### config.mk
export PLATFORM = sky130hd
export DESIGN_NAME = csr_rw_ff
export DESIGN_NICKNAME = d
export VERILOG_FILES = /design/src/rtl/cpu_params_pkg.sv /design/src/rtl/csr_nxt_val.sv /design/src/rtl/csr_rw_ff.sv
export SDC_FILE = /design/constraint.sdc
export NUM_CORES = 1
export LEC_CHECK = 0
export CORE_MARGIN = 10
export CORE_UTILIZATION = 41
export CTS_CLUSTER_DIAMETER = 50
export DETAILED_ROUTE_END_ITERATION = 12
export GPL_TIMING_DRIVEN = 0
export PLACE_DENSITY = 0.94
export SLEW_MARGIN = 20
export SYNTH_ARGS = -nofsm -noshare
export SYNTH_HDL_FRONTEND = slang
export SYNTH_SLANG_ARGS = --single-unit
### constraint.sdc
create_clock -name clk_in -period 2.8 [get_ports clk_in]
set_clock_uncertainty 0.1 [all_clocks]
set_input_delay 0.84 -clock clk_in [delete_from_list [all_inputs] [get_ports clk_in]]
set_output_delay 0.84 -clock clk_in [all_outputs]
set_load 0.05 [all_outputs]
### src/rtl/cpu_params_pkg.sv
// Shared CPU-wide definitions: CSR software operation encoding used by the
// decode stage and by every CSR storage element.
package cpu_params_pkg;

  // Software CSR access kind, matching the funct3[1:0] encoding of CSRRW/S/C.
  typedef enum logic [1:0] {
    CSR_OP_NONE = 2'b00,
    CSR_OP_WR   = 2'b01,
    CSR_OP_SET  = 2'b10,
    CSR_OP_CLR  = 2'b11
  } csr_op_t;

  localparam int CSR_SZ_DEFAULT = 32;

endpackage

### src/rtl/csr_nxt_val.sv
// Next-value logic for one CSR: software op, hardware capture, hardware
// set/clear masks and optional counter increment, in that precedence.
// Read-only and reserved bits always come out as their INIT value.
import cpu_params_pkg::*;

module csr_nxt_val #(
  parameter int            SZ          = CSR_SZ_DEFAULT,
  parameter logic [SZ-1:0] INIT        = '0,
  parameter logic [SZ-1:0] RO_BITS     = '0,
  parameter logic [SZ-1:0] WPRI_BITS   = '0,
  parameter bit            CNT_MODE    = 1'b0,
  parameter bit            HW_PRIORITY = 1'b1
) (
  input  logic [SZ-1:0] cur_i,
  input  logic [1:0]    sw_op_i,
  input  logic [SZ-1:0] sw_wdata_i,
  input  logic          hw_wr_i,
  input  logic [SZ-1:0] hw_wdata_i,
  input  logic [SZ-1:0] hw_set_i,
  input  logic [SZ-1:0] hw_clr_i,
  input  logic          cnt_inc_i,
  input  logic          cnt_inhibit_i,
  output logic [SZ-1:0] nxt_o,
  output logic          ovf_o
);

  localparam logic [SZ-1:0] ALL_RO = RO_BITS | WPRI_BITS;
  localparam logic [SZ-1:0] WR_MSK = ~ALL_RO;
  localparam logic [SZ-1:0] RO_VAL = INIT & ALL_RO;

  csr_op_t       op;
  logic          sw_act;
  logic          inc_act;
  logic [SZ-1:0] sw_val;
  logic [SZ-1:0] wr_val;
  logic [SZ-1:0] hw_val;
  logic [SZ-1:0] cnt_src;
  logic [SZ-1:0] cnt_sum;

  assign op     = csr_op_t'(sw_op_i);
  assign sw_act = (op != CSR_OP_NONE);

  // Software result as if the op were applied to the whole register.
  always_comb begin
    sw_val = cur_i;
    case (op)
      CSR_OP_WR:  sw_val = sw_wdata_i;
      CSR_OP_SET: sw_val = cur_i | sw_wdata_i;
      CSR_OP_CLR: sw_val = cur_i & ~sw_wdata_i;
      default:    sw_val = cur_i;
    endcase
  end

  // Arbitrate hardware capture against the software op; the loser is dropped.
  always_comb begin
    wr_val = cur_i;
    if (hw_wr_i && sw_act) begin
      wr_val = HW_PRIORITY ? hw_wdata_i : sw_val;
    end else if (hw_wr_i) begin
      wr_val = hw_wdata_i;
    end else if (sw_act) begin
      wr_val = sw_val;
    end
  end

  // Set mask first, clear mask last so clear wins on a shared bit.
  assign hw_val = (wr_val | hw_set_i) & ~hw_clr_i;

  // A write of either kind suppresses counting so the written value lands exactly.
  assign inc_act = CNT_MODE && cnt_inc_i && !cnt_inhibit_i && !(hw_wr_i || sw_act);

  // Forcing read-only bits to one lets the carry ripple straight across them,
  // so the writable bits behave as one contiguous counter.
  assign cnt_src = hw_val | ALL_RO;
  assign cnt_sum = cnt_src + SZ'(1);

  assign nxt_o = ((inc_act ? cnt_sum : hw_val) & WR_MSK) | RO_VAL;
  assign ovf_o = inc_act && (&cnt_src) && (|WR_MSK);

endmodule

### src/rtl/csr_rw_ff.sv
// Generic CSR storage element: holds the register value and the one-cycle
// acknowledge, change and overflow pulses. Next-value logic lives in csr_nxt_val.
import cpu_params_pkg::*;

module csr_rw_ff #(
  parameter int            SZ          = CSR_SZ_DEFAULT,
  parameter logic [SZ-1:0] INIT        = '0,
  parameter logic [SZ-1:0] RO_BITS     = '0,
  parameter logic [SZ-1:0] WPRI_BITS   = '0,
  parameter bit            CNT_MODE    = 1'b0,
  parameter bit            HW_PRIORITY = 1'b1
) (
  input  logic          clk_in,
  input  logic          reset_n_in,
  input  logic [1:0]    sw_op_in,
  input  logic [SZ-1:0] sw_wdata_in,
  input  logic          hw_wr_in,
  input  logic [SZ-1:0] hw_wdata_in,
  input  logic [SZ-1:0] hw_set_in,
  input  logic [SZ-1:0] hw_clr_in,
  input  logic          cnt_inc_in,
  input  logic          cnt_inhibit_in,
  output logic [SZ-1:0] csr_name_out,
  output logic          sw_ack_out,
  output logic          chg_out,
  output logic          ovf_out
);

  logic [SZ-1:0] val_q, val_d;
  logic          ack_q, ack_d;
  logic          chg_q, chg_d;
  logic          ovf_q, ovf_d;
  logic [SZ-1:0] nxt;
  logic          ovf_nxt;

  csr_nxt_val #(
    .SZ          (SZ),
    .INIT        (INIT),
    .RO_BITS     (RO_BITS),
    .WPRI_BITS   (WPRI_BITS),
    .CNT_MODE    (CNT_MODE),
    .HW_PRIORITY (HW_PRIORITY)
  ) u_nxt (
    .cur_i         (val_q),
    .sw_op_i       (sw_op_in),
    .sw_wdata_i    (sw_wdata_in),
    .hw_wr_i       (hw_wr_in),
    .hw_wdata_i    (hw_wdata_in),
    .hw_set_i      (hw_set_in),
    .hw_clr_i      (hw_clr_in),
    .cnt_inc_i     (cnt_inc_in),
    .cnt_inhibit_i (cnt_inhibit_in),
    .nxt_o         (nxt),
    .ovf_o         (ovf_nxt)
  );

  // Next state for the value and the three status pulses.
  always_comb begin
    val_d = nxt;
    ack_d = (csr_op_t'(sw_op_in) != CSR_OP_NONE);
    chg_d = (nxt != val_q);
    ovf_d = ovf_nxt;
  end

  // Register value and pulses; reset returns everything to INIT / idle at once.
  always_ff @(posedge clk_in or negedge reset_n_in) begin
    if (!reset_n_in) begin
      val_q <= INIT;
      ack_q <= 1'b0;
      chg_q <= 1'b0;
      ovf_q <= 1'b0;
    end else begin
      val_q <= val_d;
      ack_q <= ack_d;
      chg_q <= chg_d;
      ovf_q <= ovf_d;
    end
  end

  assign csr_name_out = val_q;
  assign sw_ack_out   = ack_q;
  assign chg_out      = chg_q;
  assign ovf_out      = ovf_q;

endmodule

[After elaboration in Yosys (flattened, before gate mapping)]
Cells that the tools add are included.
Word-level totals
  input bits: 135
  register bits after elaboration: 34
  logic and storage cells: 19
  output and inout bits: 35
Cells by class
  bitwise logic cells: 6
  mux-type cells: 4
  equality and inequality tests: 4
  reductions and logical operators: 2
Operators with widths (number)
  two-way mux 32 bit: 3
  one-hot mux 32 bit (3 select lines): 1
  AND 32 bit: 2
  NOT 32 bit: 2
  bitwise OR 32 bit: 2
  inequality test 32 bit: 1
  == test 2 bit (second input constant): 2
  == test 2 x 1 -> 1 bit (second input constant): 1
  nonzero test 2 bit: 1
  logical AND 1 bit: 1

[Logic depth before layout (Yosys ltp)]
Gate-level depths: netlist of run 1.
  word-level depth: 9
  gate-level depth with buffers: 9
  depth with buffers taken out: 7

[By module]
A second synthesis of run 1 with hierarchy kept.
Second synthesis, totals
  cells, all modules: 261
  area total of the unflattened synthesis: 2681.3 µm²
Modules (own cells, without submodules)
  csr_nxt_val: area an instance 1452.6 µm², times used 1, cells each 182, sequential area each 0.0 µm²
  csr_rw_ff: area an instance 1228.7 µm², times used 1, cells each 79, sequential area each 875.8 µm²

[Least setup slack after synthesis of run 1]
No wires, ideal clock.
  path kind: input-to-reg
  start: input port sw_op_in[0]
  end: register chg_q (netlist: chg_out)
  library setup time: 0.138 ns
  path slack: 0.317 ns
  data required time: 2.562 ns
  path buffers: 2
  stages on the path: 9
  arrival time: 2.246 ns
  path through: and2_1 > buf_6 > buf_6 > a211oi_1 > a21boi_0 > a221oi_2 > nand3_1 > nor4_1 > nand4_1
On the way
  longest elaborated chain between the ends: 8
  elaborated cells on any way between the ends: 12
  those cells by class: eq/ne: 4; mux: 4; bitwise: 2; reduce/logical: 2
RTL lines
  start, declared: RTL line csr_rw_ff.sv:15  | input logic [1:0] sw_op_in,
  == test 2 bit or == test 2 x 1 -> 1 bit (tied branches): RTL line csr_nxt_val.sv:46  | case (op)
  one-hot mux 32 bit (3 select lines): RTL line csr_nxt_val.sv:46
  two-way mux 32 bit: RTL line csr_nxt_val.sv:61  | end else if (sw_act) begin
  two-way mux 32 bit: RTL line csr_nxt_val.sv:59  | end else if (hw_wr_i) begin
  two-way mux 32 bit (*): RTL line csr_nxt_val.sv:57  | if (hw_wr_i && sw_act) begin
  bitwise OR 32 bit (*): RTL line csr_nxt_val.sv:67  | assign hw_val = (wr_val | hw_set_i) & ~hw_clr_i;
  AND 32 bit (*): RTL line csr_nxt_val.sv:67
  inequality test 32 bit (*): RTL line csr_rw_ff.sv:61  | chg_d = (nxt != val_q);
  net chg_d: RTL line csr_rw_ff.sv:31  | logic chg_q, chg_d;
  end signal, assigned: RTL line csr_rw_ff.sv:75  | chg_q <= chg_d;
  end, declared: RTL line csr_rw_ff.sv:31
The timed path passes the listed nets; every way through them passes the cells marked *.

[Final worst setup path of run 1]
  start: input port hw_wr_in
  end: register chg_q (netlist: chg_out)
On the way
  longest elaborated chain between the ends: 5
  elaborated cells on any way between the ends: 6
  those cells by class: eq/ne: 1; mux: 2; bitwise: 2; reduce/logical: 1
RTL lines
  start, declared: RTL line csr_rw_ff.sv:17  | input logic hw_wr_in,
  two-way mux 32 bit or logical AND 1 bit (tied branches): RTL line csr_nxt_val.sv:59, csr_nxt_val.sv:57
  two-way mux 32 bit (*): RTL line csr_nxt_val.sv:57
  bitwise OR 32 bit (*): RTL line csr_nxt_val.sv:67
  AND 32 bit (*): RTL line csr_nxt_val.sv:67
  inequality test 32 bit (*): RTL line csr_rw_ff.sv:61
  net chg_d: RTL line csr_rw_ff.sv:31
Marks and branches as above.

==> results of run 1 <==
-- how the worst max path moves through the flow --
| stage | end | slack, ps | cells past startpoint |
|---|---|---|---|
| 5_1_grt | chg_out | -10 | 8 |
| 4_1_cts | chg_out | 6 | 8 |
| 2_1_floorplan | chg_out | 320 | 9 |
| 3_3_place_gp | chg_out | -1210 | 9 |
| 3_5_place_dp | chg_out | -960 | 8 |
| 6_report | chg_out | 60 | 9 |
-- kinds of logic (layout without fill, tap and decap cells) --
group	after synthesis	in the layout	share of synthesized area [%]
buf+inv	26	206	5.54
xor+xnor	2	2	0.521
other cells	1	1	0.112
flops	34	34	25.3
compound gates	170	170	38.4
simple gates	163	163	22.9
mux	24	24	7.22
-- through the flow --
step | instances | total power, uW | setup TNS, ps | setup WS [ps] | util (%)
after CTS | 697 | 1910 | 0 | 5.72 | 68.4
after floorplan | 420 | 1020 | 0 | 317 | -
after global placement | 688 | 1470 | -9470 | -1210 | 65.6
after global routing | 702 | 2030 | -10.4 | -10.4 | 71.2
final | 702 | 1960 | 0 | 60.7 | 71.2
after detailed placement | 689 | 1490 | -6480 | -960 | 65.9
-- sequential cells by signal, indices dropped and copies added (netlist names) --
| name | flops |
|---|---|
| chg_out | 1 |
| csr_name_out | 32 |
| sw_ack_out | 1 |
-- metal layers --
| metal | vias up | wire, um |
|---|---|---|
| li1 | 2020 | - |
| met1 | 2221 | 7100 |
| met2 | 352 | 9000 |
| met3 | 68 | 2190 |
| met4 | 0 | 767 |
| met5 | - | 0 |
-- synth_stat cells (6+ instances only) --
master    count  area [um2]
nor3_1       17        85.1
a22o_1        6        52.6
buf_6         7        78.8
a211oi_1     21         158
nand2_1      24        90.1
nor2b_1      11        68.8
nor2_1       70         263
mux2i_1      22         220
nand2b_1      9        56.3
a221oi_1     18         158
a22oi_1      31         233
nand3_1       7        35.0
dfrtp_1      34         851
a21oi_1      30         150
o21ai_0       7        35.0
nand4_1       7        43.8
inv_1         6        22.5
-- placed cells by master, fill, tap and decap left out, drive strengths merged, types with 6 or more instances in the layout --
cell | synthesis | routed
clkdlybuf4s50 | 0 | 131
nor2 | 70 | 70
dfrtp | 34 | 34
a21oi | 33 | 33
a22oi | 31 | 31
dlymetal6s2s | 0 | 30
nand2 | 24 | 24
mux2i | 22 | 22
buf | 14 | 22
a211oi | 21 | 21
a221oi | 20 | 20
nor3 | 17 | 17
clkbuf | 5 | 14
nor2b | 11 | 11
nand2b | 9 | 9
o21ai | 8 | 8
nand3 | 7 | 7
nand4 | 7 | 7
a22o | 7 | 7
inv | 7 | 6
a2111oi | 6 | 6
-- final cells by class --
class	count	area share [%]
multi-input combinational	360	45.0
timing repair buffer	173	32.0
sequential	34	15.2
buffer	18	3.29
tap	102	2.28
clock buffer	6	1.48
inverter	7	0.537
clock inverter	2	0.224
-- critical path, cell delays in order --
cell	delay (ps)
clkbuf_4	190
buf_12	190
a21oi_2	180
nor3_2	80
or4_1	430
nor3_2	190
o2111ai_2	160
nor4_4	350
nand4_1	170
-- timing repair --
action	4_1_cts	5_1_grt
setup endpoints to repair	5	1
gates resized for setup	28	67
gates cloned	0	0
setup buffers	1	5
pin swaps	11	24
-- power breakdown --
| part | internal (uW) | switching [uW] |
|---|---|---|
| combinational | 420 | 534 |
| sequential | 526 | 70.9 |
| clock | 198 | 216 |
| total | 1140 | 821 |
==> impl_metrics.env, run 1 <==
export IMPL_setup_viol=0
export IMPL_finalWirelength_um=19000
export IMPL_critPathKind="in -> reg"
export IMPL_synth_area_um2=3360
export IMPL_netlist_instances=420
export IMPL_route_detailed_vias_per_inst=6.64
export IMPL_synth_nets=555
export IMPL_die_x_um=111
export IMPL_cts_clk_slew_worst_paths_ps=80
export IMPL_placed_cell_area_um2=5170
export IMPL_cp_startpoint="hw_wr_in"
export IMPL_worst_pin_slew_ps=665
export IMPL_port_buffers=166
export IMPL_powerDensity_nw_per_um2=351
export IMPL_fin_area_um2=5590
export IMPL_drv_slew=0
export IMPL_slew_headroom_pct=55.6
export IMPL_ys_seq_area_share_pct=25.3
export IMPL_grt_overflow=0
export IMPL_synth_warnings=0
export IMPL_vias=4661
export IMPL_met1_usage_pct=33.8
export IMPL_fin_hold_ws_ps=391
export IMPL_cp_end_kind="flop"
export IMPL_first_pass_iters=7
export IMPL_area_delta_synth_final_pct=66.3
export IMPL_p_leak_uw=0.00236
export IMPL_std_cell_rows=32
export IMPL_die_area_um2=12200
export IMPL_pin_count=170
export IMPL_fin_crit_sh_pct=97.8
export IMPL_ys_dominant_reg_cell="dfrtp_1"
export IMPL_cp_required_ps=2850
export IMPL_clock_latency_ps=300
export IMPL_r2r_end="chg_out"
export IMPL_num_antenna_cells=0
export IMPL_grt_pass1_vias=4780
export IMPL_hold_violations=0
export IMPL_ant_nets=0
export IMPL_ff_latch_area_um2=851
export IMPL_startpoint_type="input pin"
export IMPL_synthArstFlopShare_pct=100
export IMPL_cp_data_arrival_time_ps=2790
export IMPL_status="finished, final reports clean"
export IMPL_drive_above_1_share_pct=13.8
export IMPL_vdd_drop_max_uv=236
export IMPL_wl_per_cell_um=27.1
export IMPL_n_fill_cell=604
export IMPL_synth_edf_count=0
export IMPL_holdBufCountCts=0
export IMPL_grt_pass1_wl_um=28000
export IMPL_cts_buffers_inserted=5
export IMPL_drc=0
export IMPL_r2r_cells=6
export IMPL_die_h_um=111
export IMPL_rrSetupSlack_ps=330
export IMPL_worstPathMaxFanout=19
export IMPL_ys_seq_elements=34
export IMPL_max_freq_mhz=365
export IMPL_grt_start_max_net_pins=21
export IMPL_htree_levels=2
export IMPL_initial_core_util_pct=42.8
export IMPL_dp_final_hpwl_um=14800
export IMPL_syn_area_per_cell_um2=8.00
export IMPL_root_buffer="clkbuf_8"
export IMPL_hold_path_class="in -> async"
export IMPL_min_period_ps=2740
export IMPL_max_cap_viol_count=0
export IMPL_finalNetCount=734
export IMPL_top_usage_layer="met2"
export IMPL_synth_distinct_cells=62
export IMPL_core_area_um2=7850
export IMPL_grtUsageMet2_pct=46.4
export IMPL_globalplace_congestion=0.979
export IMPL_antenna_found_initial=0
export IMPL_cts_sinks=34
export IMPL_multi_input_area_um2=2520
export IMPL_first_iter_violations=475
export IMPL_clockBufferDepth=2
export IMPL_r2r_start="csr_name_out[14]"
export IMPL_met3_usage_pct=9.24
export IMPL_grt_use_total_pct=28.5
export IMPL_cts_tree="done"
No activity file was read; power rests on OpenSTA's default activity.
==> run 2, diff against run 1 <==
--- a/config.mk
+++ b/config.mk
@@ -10,7 +10,7 @@
 export CTS_CLUSTER_DIAMETER = 50
 export DETAILED_ROUTE_END_ITERATION = 12
 export GPL_TIMING_DRIVEN = 0
-export PLACE_DENSITY = 0.94
+export PLACE_DENSITY = 0.82
 export SLEW_MARGIN = 20
 export SYNTH_ARGS = -nofsm -noshare
 export SYNTH_HDL_FRONTEND = slang
==> impl_metrics.env, run 2 (same netlist as run 1, synthesis figures left out) <==
export IMPL_place_ws_ps=-1000
export IMPL_clock_latency_ps=300
export IMPL_cts_tree="done"
export IMPL_final_cells=702
export IMPL_hold_violations=0
export IMPL_globalplace_congestion=0.988
export IMPL_dp_final_hpwl_um=15000
export IMPL_wl_per_cell_um=27.3
export IMPL_cp_data_arrival_time_ps=2830
export IMPL_drive_above_1_share_pct=12.4
export IMPL_clockBufferDepth=2
export IMPL_drv_slew=0
export IMPL_ant_nets=0
export IMPL_hold_path_class="in -> async"
export IMPL_initial_core_util_pct=42.8
export IMPL_cp_required_ps=2840
export IMPL_cp_end_kind="flop"
export IMPL_pin_count=170
export IMPL_worstPathMaxFanout=3
export IMPL_critPathKind="in -> reg"
export IMPL_htree_levels=2
export IMPL_p_leak_uw=0.00232
export IMPL_finalWirelength_um=19200
export IMPL_port_buffers=166
export IMPL_finalPower_uw=1990
export IMPL_slew_headroom_pct=58.1
export IMPL_die_area_um2=12200
export IMPL_vias=4712
export IMPL_grt_use_total_pct=28.7
export IMPL_die_h_um=111
export IMPL_area_delta_synth_final_pct=64.6
export IMPL_grt_overflow=0
export IMPL_cts_buffers_inserted=5
export IMPL_die_x_um=111
export IMPL_route_detailed_vias_per_inst=6.71
export IMPL_drc=0
export IMPL_largest_reg_flops=32
export IMPL_grt_pass1_vias=4774
export IMPL_core_area_um2=7850
export IMPL_final_cell_mix="clkdlybuf4s50_1 (133), nor2_1 (66), dfrtp_1 (34), a21oi_1 (29)"
export IMPL_fin_hold_ws_ps=321
export IMPL_root_buffer="clkbuf_8"
export IMPL_std_cell_rows=32
export IMPL_min_period_ps=2790
export IMPL_fin_crit_sh_pct=99.5
export IMPL_grt_start_max_net_pins=26
export IMPL_max_cap_viol_count=0
export IMPL_cts_clk_slew_worst_paths_ps=80
export IMPL_powerDensity_nw_per_um2=360
export IMPL_first_iter_violations=571
export IMPL_antenna_found_initial=1
export IMPL_finalNetCount=732
export IMPL_worst_pin_slew_ps=626
export IMPL_status="finished, final reports clean"
export IMPL_startpoint_type="input pin"
export IMPL_layout_commonest_cell="clkdlybuf4s50_1"
export IMPL_first_pass_iters=7
export IMPL_placed_cells=689
export IMPL_max_freq_mhz=359
export IMPL_vdd_drop_max_uv=219
export IMPL_setup_ws_ps=14.4
export IMPL_cts_sinks=34
export IMPL_grt_pass1_wl_um=28100
export IMPL_setup_viol=0
run 2: per-stage QoR:
| step | instance area [um2] | TNS [ps] | util (%) |
|---|---|---|---|
| floorplan | 3360 | 0 | - |
| global placement | 5150 | -11580 | 65.6 |
| detailed placement | 5170 | -7580 | 65.8 |
| CTS | 5380 | 0 | 68.5 |
| global route | 5530 | -16.7 | 70.5 |
| finish | 5530 | 0 | 70.5 |
run 2: path summary, 6_finish.rpt:
path	start	to	slack (ps)	cells after the start
hold reg to reg	csr_name_out[30]	chg_out	610	2
max in group asynchronous	reset_n_in	csr_name_out[4]	1820	2
hold / removal	reset_n_in	csr_name_out[16]	320	1
setup / recovery	hw_clr_in[21]	chg_out	10	8
setup reg to reg	csr_name_out[21]	chg_out	290	7
min in group clk_in	csr_name_out[30]	chg_out	610	2
run 2: worst max-delay path, cell delays in order:
cell and delay, ps:
clkdlybuf4s15_1 230, a22o_1 260, a221oi_2 220, nand4_1 180, a2111oi_4 370, o2111ai_2 210
nor4_4 340, nand4_1 180
run 2: metal layers:
layer / vias up / wire length [um] / GRT usage, % / part of all wire [%]
met5: - / 0 / 0 / 0
met4: 0 / 860 / 11.7 / 4.5
met3: 79 / 1980 / 8.32 / 10
met2: 368 / 9040 / 47.3 / 47
met1: 2239 / 7300 / 33.9 / 38
li1: 2026 / - / - / -
run 2: area by class of cell:
type / instances / area [um2]
Antenna cell: 2 / 5.00
Inverter: 7 / 26.3
Fill cell: 625 / 2310
Buffer: 19 / 186
Tap cell: 102 / 128
Clock buffer: 8 / 110
Multi-Input combinational cell: 360 / 2480
Sequential cell: 34 / 851
Timing Repair Buffer: 170 / 1750
run 2: what timing repair did:
action                     4_1_cts  5_1_grt
setup endpoints to repair        8        1
hold buffers                     0        0
setup buffers                    1        2
pin swaps                        8       27
resized for setup               36       49
run 2: where the power goes:
group / switching [uW] / internal, uW
logic: 529 / 412
registers: 69.5 / 526
clock network: 209 / 249
==> run 3, diff against run 2 <==
--- a/config.mk
+++ b/config.mk
@@ -5,6 +5,7 @@
 export SDC_FILE = /design/constraint.sdc
 export NUM_CORES = 1
 export LEC_CHECK = 0
+export CORE_ASPECT_RATIO = 0.8
 export CORE_MARGIN = 10
 export CORE_UTILIZATION = 41
 export CTS_CLUSTER_DIAMETER = 50
==> impl_metrics.env, run 3 (same netlist as run 1, synthesis figures left out) <==
export IMPL_worst_pin_slew_ps=697
export IMPL_max_stage_delay_ps=550
export IMPL_std_cell_rows=29
export IMPL_first_iter_violations=780
export IMPL_crit_path_cell_trace="clkdlybuf4s50_1 > nor2_1 > a22oi_2 > a41oi_2 > a2111oi_4 > o2111ai_2 > nor4_2 > nand4_1"
export IMPL_hold_path_class="in -> async"
export IMPL_die_h_um=101
export IMPL_met2WireLength_um=8350
export IMPL_cp_end_kind="flop"
export IMPL_die_x_um=121
export IMPL_vdd_drop_max_uv=248
export IMPL_first_pass_iters=6
export IMPL_powerDensity_nw_per_um2=360
export IMPL_hold_violations=0
export IMPL_cts_sinks=34
export IMPL_status="finished, final reports clean"
export IMPL_route_met3_wl_um=3030
export IMPL_globalplace_congestion=1.00
export IMPL_vias=4878
export IMPL_drv_slew=0
export IMPL_r2r_cells=7
export IMPL_drt_met1_wl_um=7430
export IMPL_core_area_um2=7950
export IMPL_worstPathMaxFanout=4
export IMPL_crit_slowest_cell="clkdlybuf4s50_1"
export IMPL_critPathKind="in -> reg"
export IMPL_drc=0
export IMPL_clockBufferDepth=2
export IMPL_grt_use_total_pct=30.0
export IMPL_initial_core_util_pct=42.3
export IMPL_num_antenna_cells=0
export IMPL_max_freq_mhz=363
export IMPL_min_period_ps=2750
export IMPL_slew_headroom_pct=52.9
export IMPL_dp_final_hpwl_um=15000
export IMPL_p_leak_uw=0.00214
export IMPL_wl_per_cell_um=27.5
export IMPL_grt_pass1_vias=4612
export IMPL_cp_required_ps=2860
export IMPL_setup_ws_ps=47.5
export IMPL_highest_layer="met4"
export IMPL_grt_start_max_net_pins=23
export IMPL_setup_viol=0
export IMPL_finalWirelength_um=19400
export IMPL_grt_overflow=0
export IMPL_ant_nets=0
export IMPL_drive_above_1_share_pct=12.0
export IMPL_rrSetupSlack_ps=450
export IMPL_r2r_end="chg_out"
export IMPL_place_ws_ps=-999
export IMPL_max_cap_viol_count=0
export IMPL_route_detailed_vias_per_inst=6.91
export IMPL_cp_data_arrival_time_ps=2810
export IMPL_fin_tns_setup_ps=0
export IMPL_port_buffers=166
export IMPL_cts_clk_slew_worst_paths_ps=80
export IMPL_cts_tree="done"
export IMPL_final_cell_mix="clkdlybuf4s50_1 (152), nor2_1 (69), dfrtp_1 (34), a21oi_1 (29), a22oi_1 (27)"
export IMPL_startpoint_type="input pin"
export IMPL_cts_buffers_inserted=5
export IMPL_fin_crit_sh_pct=98.3
export IMPL_root_buffer="clkbuf_8"
export IMPL_layout_commonest_cell="clkdlybuf4s50_1"
export IMPL_largest_reg_flops=32
export IMPL_die_area_um2=12200
export IMPL_critPathBufInv=1
export IMPL_grt_pass1_wl_um=28400
export IMPL_antenna_found_initial=0
export IMPL_grt_setup_unrepaired="false"
export IMPL_htree_levels=2
export IMPL_r2r_start="csr_name_out[6]"
export IMPL_area_delta_synth_final_pct=61.7
export IMPL_critical_path_top_delay_family="compound AO/OA/AOI/OAI gates"
export IMPL_finalNetCount=732
export IMPL_pin_count=170
export IMPL_clock_latency_ps=300
[run 3: layer usage]
layer	vias to the layer above	track usage [%]
li1	2024	-
met1	2313	39.8
met2	471	45.3
met3	70	9.80
met4	0	8.42
met5	-	0
[run 3: power breakdown]
group	switching [uW]	internal, uW
sequential	70.4	526
clock	224	199
combinational	527	414
total	821	1140
[run 3: how the worst max path moves through the flow]
stage | depth (start not counted) | from | slack, ps | endpoint
after global placement | 9 | hw_wr_in | -1060 | chg_out
after CTS | 8 | hw_clr_in[29] | 2 | chg_out
after global routing | 8 | hw_clr_in[13] | 0.8 | chg_out
after detailed placement | 9 | hw_wr_in | -1000 | chg_out
final | 8 | hw_clr_in[7] | 50 | chg_out
after floorplan | 9 | sw_op_in[0] | 320 | chg_out
[run 3: layout make-up]
type / count / area (um2)
inverters: 7 / 26.3
fillers: 665 / 2510
clock inverters: 2 / 12.5
flip-flops and latches: 34 / 851
clock buffers: 6 / 82.6
well taps: 108 / 135
plain buffers: 19 / 183
multi-input cells: 360 / 2450
repair buffers: 170 / 1700
[run 3: timing repair]
action | in CTS | in global routing
pin swaps | 9 | 18
setup buffers | 1 | 2
hold buffers | 0 | 0
resized for setup | 32 | 31
endpoints found under the setup margin | 3 | 1
[run 3: worst reg2reg max path, cell delays in order, from the launching register on]
cell and delay, ps:
dfrtp_1 500, nor2_2 120, a222oi_1 300, nand4_1 220
a2111oi_4 390, o2111ai_2 190, nor4_2 240, nand4_1 160
[run 3: per-stage QoR]
stage	hold WS, ps	cells	instance area [um2]	utilization (%)	total power [uW]
floorplan	444	420	3360	-	1020
global placement	588	694	5160	64.9	1470
detailed placement	579	695	5170	65.1	1480
CTS	350	704	5350	67.4	1910
global route	352	706	5440	68.4	2020
finish	347	706	5440	68.4	1960
